File: config.mk
export PLATFORM = sky130hd
export DESIGN_NAME = pipe_stage_skid_reg
export DESIGN_NICKNAME = d
export VERILOG_FILES = /design/src/rtl/pipe_stage_skid_reg.sv
export SDC_FILE = /design/constraint.sdc
export NUM_CORES = 1
export LEC_CHECK = 0
export ABC_AREA = 0
export CORE_ASPECT_RATIO = 1.5
export CORE_MARGIN = 2
export CORE_UTILIZATION = 50
export DETAILED_ROUTE_END_ITERATION = 10
export PLACE_DENSITY = 0.79
export SYNTH_ARGS = -nofsm -noshare
export SYNTH_HDL_FRONTEND = slang
export SYNTH_SLANG_ARGS = --single-unit
export TNS_END_PERCENT = 30
File: constraint.sdc
create_clock -name clk -period 2.3 [get_ports clk]
set_input_delay 0.46 -clock clk [delete_from_list [all_inputs] [get_ports clk]]
set_output_delay 0.46 -clock clk [all_outputs]
set_load 0.02 [all_outputs]
File: src/rtl/pipe_stage_skid_reg.sv
// Generic pipeline stage register with a valid/ready handshake and a 2-entry skid buffer.
// Registered ready (no combinational ready chain); hazard unit flush/freeze with selectable priority.
module pipe_stage_skid_reg #(
  parameter int                DATA_W        = 32,
  parameter bit                FLUSH_PRIO    = 1'b1,
  parameter bit                ZERO_ON_FLUSH = 1'b1,
  parameter logic [DATA_W-1:0] RESET_VAL     = '0
) (
  input  logic              clk,
  input  logic              rst,
  input  logic              flush,
  input  logic              freeze,
  input  logic              in_valid,
  output logic              in_ready,
  input  logic [DATA_W-1:0] in_data,
  output logic              out_valid,
  input  logic              out_ready,
  output logic [DATA_W-1:0] out_data,
  output logic [1:0]        occupancy
);

  logic              m_vld, s_vld;
  logic [DATA_W-1:0] m_dat, s_dat;
  logic              m_vld_n, s_vld_n;
  logic [DATA_W-1:0] m_dat_n, s_dat_n;
  logic              fl, fz;
  logic              in_fire, out_fire;

  always_comb begin
    if (FLUSH_PRIO) begin
      fl = flush;
      fz = freeze & ~flush;
    end else begin
      fz = freeze;
      fl = flush & ~freeze;
    end
  end

  // Ready looks only at the skid slot and hazard controls, so a downstream stall is absorbed by s.
  assign in_ready  = ~rst & ~s_vld & ~fz & ~fl;
  assign in_fire   = in_valid & in_ready;
  assign out_fire  = m_vld & out_ready & ~fz & ~fl;
  assign out_valid = m_vld;
  assign out_data  = m_dat;
  assign occupancy = {1'b0, m_vld} + {1'b0, s_vld};

  always_comb begin
    m_vld_n = m_vld;
    s_vld_n = s_vld;
    m_dat_n = m_dat;
    s_dat_n = s_dat;
    if (fl) begin
      m_vld_n = 1'b0;
      s_vld_n = 1'b0;
      if (ZERO_ON_FLUSH) begin
        m_dat_n = '0;
        s_dat_n = '0;
      end
    end else if (!fz) begin
      if (!m_vld) begin
        if (in_fire) begin
          m_vld_n = 1'b1;
          m_dat_n = in_data;
        end
      end else if (!out_fire) begin
        if (in_fire) begin
          s_vld_n = 1'b1;
          s_dat_n = in_data;
        end
      end else if (s_vld) begin
        m_dat_n = s_dat;
        s_vld_n = 1'b0;
      end else if (in_fire) begin
        m_dat_n = in_data;
      end else begin
        m_vld_n = 1'b0;
      end
    end
  end

  // Stage register boundary: main and skid slots
  always_ff @(posedge clk or posedge rst) begin
    if (rst) begin
      m_vld <= 1'b0;
      s_vld <= 1'b0;
      m_dat <= RESET_VAL;
      s_dat <= RESET_VAL;
    end else begin
      m_vld <= m_vld_n;
      s_vld <= s_vld_n;
      m_dat <= m_dat_n;
      s_dat <= s_dat_n;
    end
  end

endmodule

==> results of run 1 <==
-- registers in the layout, summed over array words and instances (netlist names) --
name and count:
out_data 32, s_dat 32, s_vld 1, out_valid 1
-- layout make-up --
type | count | area, µm²
inverter | 2 | 7.51
fill | 471 | 1930
clock inverter | 3 | 40.0
multi-input combinational | 207 | 1400
clock buffer | 12 | 145
sequential | 66 | 1650
timing repair buffer | 92 | 910
tap | 74 | 92.6
-- power by group --
part / switching, mW / leakage, nW / internal [mW]
Sequential: 0.00744 / 0.920 / 1.17
Combinational: 0.142 / 0.931 / 0.126
Clock: 0.431 / 0.0962 / 0.522
Total: 0.581 / 1.95 / 1.82
-- metal layers --
metal  global-route usage [%]  wire length [µm]
met1                     30.8              3330
met2                     39.2              4160
met3                     3.85               385
met4                     12.4               163
met5                        0                 0
-- kinds of logic (layout without fill, tap and decap cells) --
kind of cell	after synthesis	count (layout)
muxes	32	32
AOI/OAI and AO/OA	132	132
buffers and inverters	33	109
DFF	66	66
adders and majority gates	1	1
and+or+nand+nor	42	42
-- cell usage in the layout, fill, tap and decap left out, drive strengths merged, types with 2 or more instances in the layout --
| master | synthesis | layout |
|---|---|---|
| nand2b | 3 | 3 |
| mux2i | 32 | 32 |
| clkdlybuf4s50 | 0 | 72 |
| nor2 | 33 | 33 |
| inv | 2 | 2 |
| buf | 9 | 19 |
| and2 | 2 | 2 |
| dfrtp | 66 | 66 |
| o21ai | 33 | 33 |
| clkbuf | 22 | 12 |
| a21oi | 33 | 33 |
| o2bb2ai | 32 | 32 |
| clkinv | 0 | 2 |
| o211ai | 32 | 32 |
-- per-stage QoR --
step	hold WS (ps)	util (%)	total power [mW]	instance area, µm²	instances
6_report	490	68.8	2.40	4250	456
5_1_grt	505	68.8	2.48	4250	456
4_1_cts	495	68.8	2.41	4250	456
3_5_place_dp	472	65.8	1.47	4070	441
3_3_place_gp	469	65.8	1.46	4070	441
2_1_floorplan	490	-	1.33	3230	306
-- critical path, delay by kind of cell (launching register included) --
kind       cells  cell delay (ps)
flops          1              500
buf+inv        1              600
fa+ha+maj      1              340
-- final timing paths --
check | start | endpoint | slack, ps | cells after the start
max | out_valid | occupancy[0] | 70 | 2
min | out_data[18] | out_data[18] | 490 | 1
max reg2reg | out_valid | out_data[20] | 490 | 5
min reg2reg | out_data[18] | out_data[18] | 490 | 1
max in group asynchronous | rst | out_data[18] | 1200 | 3
min in group asynchronous | rst | out_data[28] | 600 | 3
==> impl_metrics.toml, run 1 <==
[outcome]
outcome = "completed"

[synth]
post_synth.cell_area_avg_um2 = 10.5
netlist_instances = 306
syn_warnings = 0
dominant_combinational_cell_family_by_area_after_synthesis = "compound AO/OA/AOI/OAI gates"
synth_top_area_share_pct = 51.2
fraction_of_the_mapped_netlist_area_in_compound_gates_pct = 26.9
number_of_flops_mapped_to_enable_cells_by_yosys = 0
ys_seq_elements = 66
synthDistinctLibCells = 22
asyncSetResetFlopFracSynth_pct = 100
synth_sequential_area_ratio_pct = 51.2
synth_most_common_cell = "dfrtp_1"
synth.top_cells.by_area = "dfrtp_1, mux2i_1, o2bb2ai_1, o211ai_1, a21oi_1"
synth_mux_area_share_pct = 9.93
synth_nets = 345
synth-adder-area-share_pct = 0.388
yosysTopAreaCell = "dfrtp_1"
synthSimpleGateAreaFrac_pct = 6.20
synthTopCellsByCount = "dfrtp_1, a21oi_1, nor2_1, o21ai_0"
netlist_area_um2 = 3230
ys.flop_type = "dfrtp_1"
post_synthesis_xor_xnor_area_fraction_pct = 0

[global_route]
track_usage_pct = 23.9
first_global_vias = 2739
maximum_number_of_pins_on_one_net_before_global_route_repair = 45
grt_overflow_total = 0
antenna_violations_before_repair = 0
grt_first_pass_wirelength_um = 13400

[drt]
postRouteAntennaNets = 0
first_pass_iteration_count_of_the_detailed_router = 4
num_vias = 2714
route.detailed.vias_per_inst = 5.95
drtIter0Drc = 208
routed_wl_um = 8040
drc = 0
drt-wirelength-per-cell_um = 17.6

[sta]
hold_viol_final = 0
finalSetupViolations = 0
setup_total_negative_slack_ps = 0
timing.max_slew.rel_slack_pct = 62.7
worstMarginPinSlew_ps = 560
fin_ws_ps = 65.3
fmax_mhz = 447
final_slew_violations = 0
final.min_clock_period_ps = 2230
portion_of_the_clock_cycle_consumed_by_the_worst_path_in_the_final_layout_pct = 97.2
clock_skew_ps = 9.52
setup_repair_after_global_routing_missed_its_margin = "no"

[cts]
clock-root-buffer = "clkbuf_8"
clock_tree_from_tritoncts = "done"
clkLatencyLatePin_ps = 340
cts_repair_resize_count = 1
cts.repair_timing.setup_buffer_count = 0
clk_pin_slew_worst_paths_ps = 60
cts_inserted_buffers = 9
clock_path_buffers = 2
hold_fix_buffer_count_after_cts = 0
ctsHtreeMaxLevel = 3
cts_num_sinks = 66

[worst_setup_path]
worst_ep_arrival_time_ps = 1770
timing.critical_path.cells = "ha_1 > clkdlybuf4s50_1"
crit_fanout = 9
setup.worst_path.start_class = "flip-flop"
crit_path_end_kind = "output pin"
setup.worst_path.class = "reg2out"
timing.critical_path.slowest_stage_cell = "clkdlybuf4s50_1"
slowest_delay_ps = 600
cp.required_ps = 1840

[floorplanning]
boundaryPins = 74
core_area_um2 = 6170
die_area_um2 = 7130
num_rows = 35
die_x_um = 69.6
floorplan.die.height_um = 102
initial_utilization_pct = 52.3

[finish]
nets = 417
num_antenna_cells = 0
layout-drive-gt1-share_pct = 9.69
syn_to_final_growth_pct = 31.7

[power_and_ir_drop]
power.density_cell_area_nw_per_um2 = 564
leakagePower_nw = 1.95
max_rail_drop_vdd_v = 0.000427

[job]
drv_cap = 0

[placed_design]
dp.final_hpwl_um = 5290
gp_congestion = 0.767
placement.io_buffers = 73
place_worst_setup_slack_ps = -69.4

[worst_hold_path]
timing.hold.worst.class = "reg2reg"
Power figures use the tool's default switching activity.
==> inputs of run 2 (changes only) <==
--- a/config.mk
+++ b/config.mk
@@ -11,6 +11,7 @@
 export CORE_UTILIZATION = 50
 export DETAILED_ROUTE_END_ITERATION = 10
 export PLACE_DENSITY = 0.79
+export SKIP_CTS_REPAIR_TIMING = 1
 export SYNTH_ARGS = -nofsm -noshare
 export SYNTH_HDL_FRONTEND = slang
 export SYNTH_SLANG_ARGS = --single-unit
==> run 2 against run 1 <==
- clock-buffer cell count unchanged
- via count unchanged
- worst setup slack about the same
- combinational power about the same
- routed wire length up 0.35%
- first-iteration DRC count up 9.6%
- non-clock buffer count unchanged
- register-to-register slack about the same
- sequential cell count unchanged
- fmax about the same
- sequential power about the same
- worst hold slack about the same
==> impl_metrics.toml, run 2 (synthesized netlist as in run 1, its figures left out) <==
[cts]
clk_pin_slew_worst_paths_ps = 60
cts_inserted_buffers = 9
clock-root-buffer = "clkbuf_8"
clock_tree_from_tritoncts = "done"
cts_num_sinks = 66
clkLatencyLatePin_ps = 340
ctsHtreeMaxLevel = 3
clock_path_buffers = 2

[power_and_ir_drop]
leakagePower_nw = 1.96
report.power.total_mw = 2.40
power.density_cell_area_nw_per_um2 = 564
max_rail_drop_vdd_v = 0.000427

[sta]
setup_repair_after_global_routing_missed_its_margin = "no"
fmax_mhz = 447
final_slew_violations = 0
worst_hold_slack_ps = 490
hold_viol_final = 0
finalSetupViolations = 0
portion_of_the_clock_cycle_consumed_by_the_worst_path_in_the_final_layout_pct = 97.2
timing.max_slew.rel_slack_pct = 62.6
final.min_clock_period_ps = 2230
clock_skew_ps = 9.20
worstMarginPinSlew_ps = 562

[floorplanning]
floorplan.die.height_um = 102
core_area_um2 = 6170
boundaryPins = 74
num_rows = 35
die_x_um = 69.6
initial_utilization_pct = 52.3
die_area_um2 = 7130

[worst_setup_path]
timing.critical_path.max_delay_family = "buffers and inverters"
timing.critical_path.cells = "ha_1 > clkdlybuf4s50_1"
crit_fanout = 9
critPathBufInv = 1
crit_path_end_kind = "output pin"
setup.worst_path.class = "reg2out"
cp.required_ps = 1840
slowest_delay_ps = 600
worst_ep_arrival_time_ps = 1770
timing.critical_path.slowest_stage_cell = "clkdlybuf4s50_1"
setup.worst_path.start_class = "flip-flop"

[finish]
final_design_area_no_fill_um2 = 4250
syn_to_final_growth_pct = 31.8
final_common_cell = "clkdlybuf4s50_1"
num_antenna_cells = 0
layout-drive-gt1-share_pct = 9.69
nets = 417
fin_cells = 456
most-common-layout-cells = "clkdlybuf4s50_1, dfrtp_1, o21ai_0, a21oi_1"

[placed_design]
gp_congestion = 0.767
placement.io_buffers = 73
numPlacedInstances = 441
dp.final_hpwl_um = 5290
postPlaceCellArea_um2 = 4070

[global_route]
grt_overflow_total = 0
grt_first_pass_wirelength_um = 13400
track_usage_pct = 23.9
maximum_number_of_pins_on_one_net_before_global_route_repair = 45
first_global_vias = 2739
antenna_violations_before_repair = 0

[drt]
postRouteAntennaNets = 0
routed_wl_um = 8070
drtIter0Drc = 228
first_pass_iteration_count_of_the_detailed_router = 4
route.detailed.vias_per_inst = 5.95
drc = 0
drt-wirelength-per-cell_um = 17.7
num_vias = 2714

[outcome]
outcome = "completed"

[job]
drv_cap = 0

[worst_hold_path]
timing.hold.worst.class = "reg2reg"
## run 2: changes by cell type in the layout (fill, tap and decap cells not counted)
cell,previous run,this run
dlygate4sd2_1,1,0
dlymetal6s2s_1,0,1
## run 2: final cells by class
type / count / area (µm²)
fill: 469 / 1920
sequential: 66 / 1650
multi-input combinational: 207 / 1400
timing repair buffer: 92 / 913
clock buffer: 12 / 145
tap: 74 / 92.6
clock inverter: 3 / 40.0
inverter: 2 / 7.51
## run 2: final timing paths
check | start | endpoint | slack, ps | cells after the start
hold / removal | out_data[18] | out_data[18] | 490 | 1
setup / recovery | out_valid | occupancy[0] | 70 | 2
setup reg to reg | out_valid | out_data[20] | 500 | 5
max in group asynchronous | rst | out_data[18] | 1200 | 3
hold reg to reg | out_data[18] | out_data[18] | 490 | 1
min in group asynchronous | rst | out_data[25] | 600 | 3
## run 2: power breakdown
group	total [mW]	switching [mW]	internal, mW
Combinational	0.268	0.142	0.126
Sequential	1.18	0.00747	1.17
Clock	0.953	0.431	0.522
Total	2.40	0.580	1.82
## run 2: per-layer routing
| layer | global-route usage (%) | vias up | routed length (µm) |
|---|---|---|---|
| met5 | 0 | - | 0 |
| met2 | 39.2 | 75 | 4190 |
| li1 | - | 1281 | - |
| met3 | 3.85 | 13 | 356 |
| met1 | 30.8 | 1345 | 3360 |
| met4 | 12.4 | 0 | 164 |
## run 2: stage by stage
| step | util (%) | setup TNS, ps | setup WS [ps] |
|---|---|---|---|
| floorplan | - | 0 | 185 |
| global placement | 65.8 | -97.0 | -97.0 |
| detailed placement | 65.8 | -69.4 | -69.4 |
| CTS | 68.8 | -70.6 | -70.6 |
| global route | 68.9 | 0 | 26.0 |
| finish | 68.9 | 0 | 65.0 |
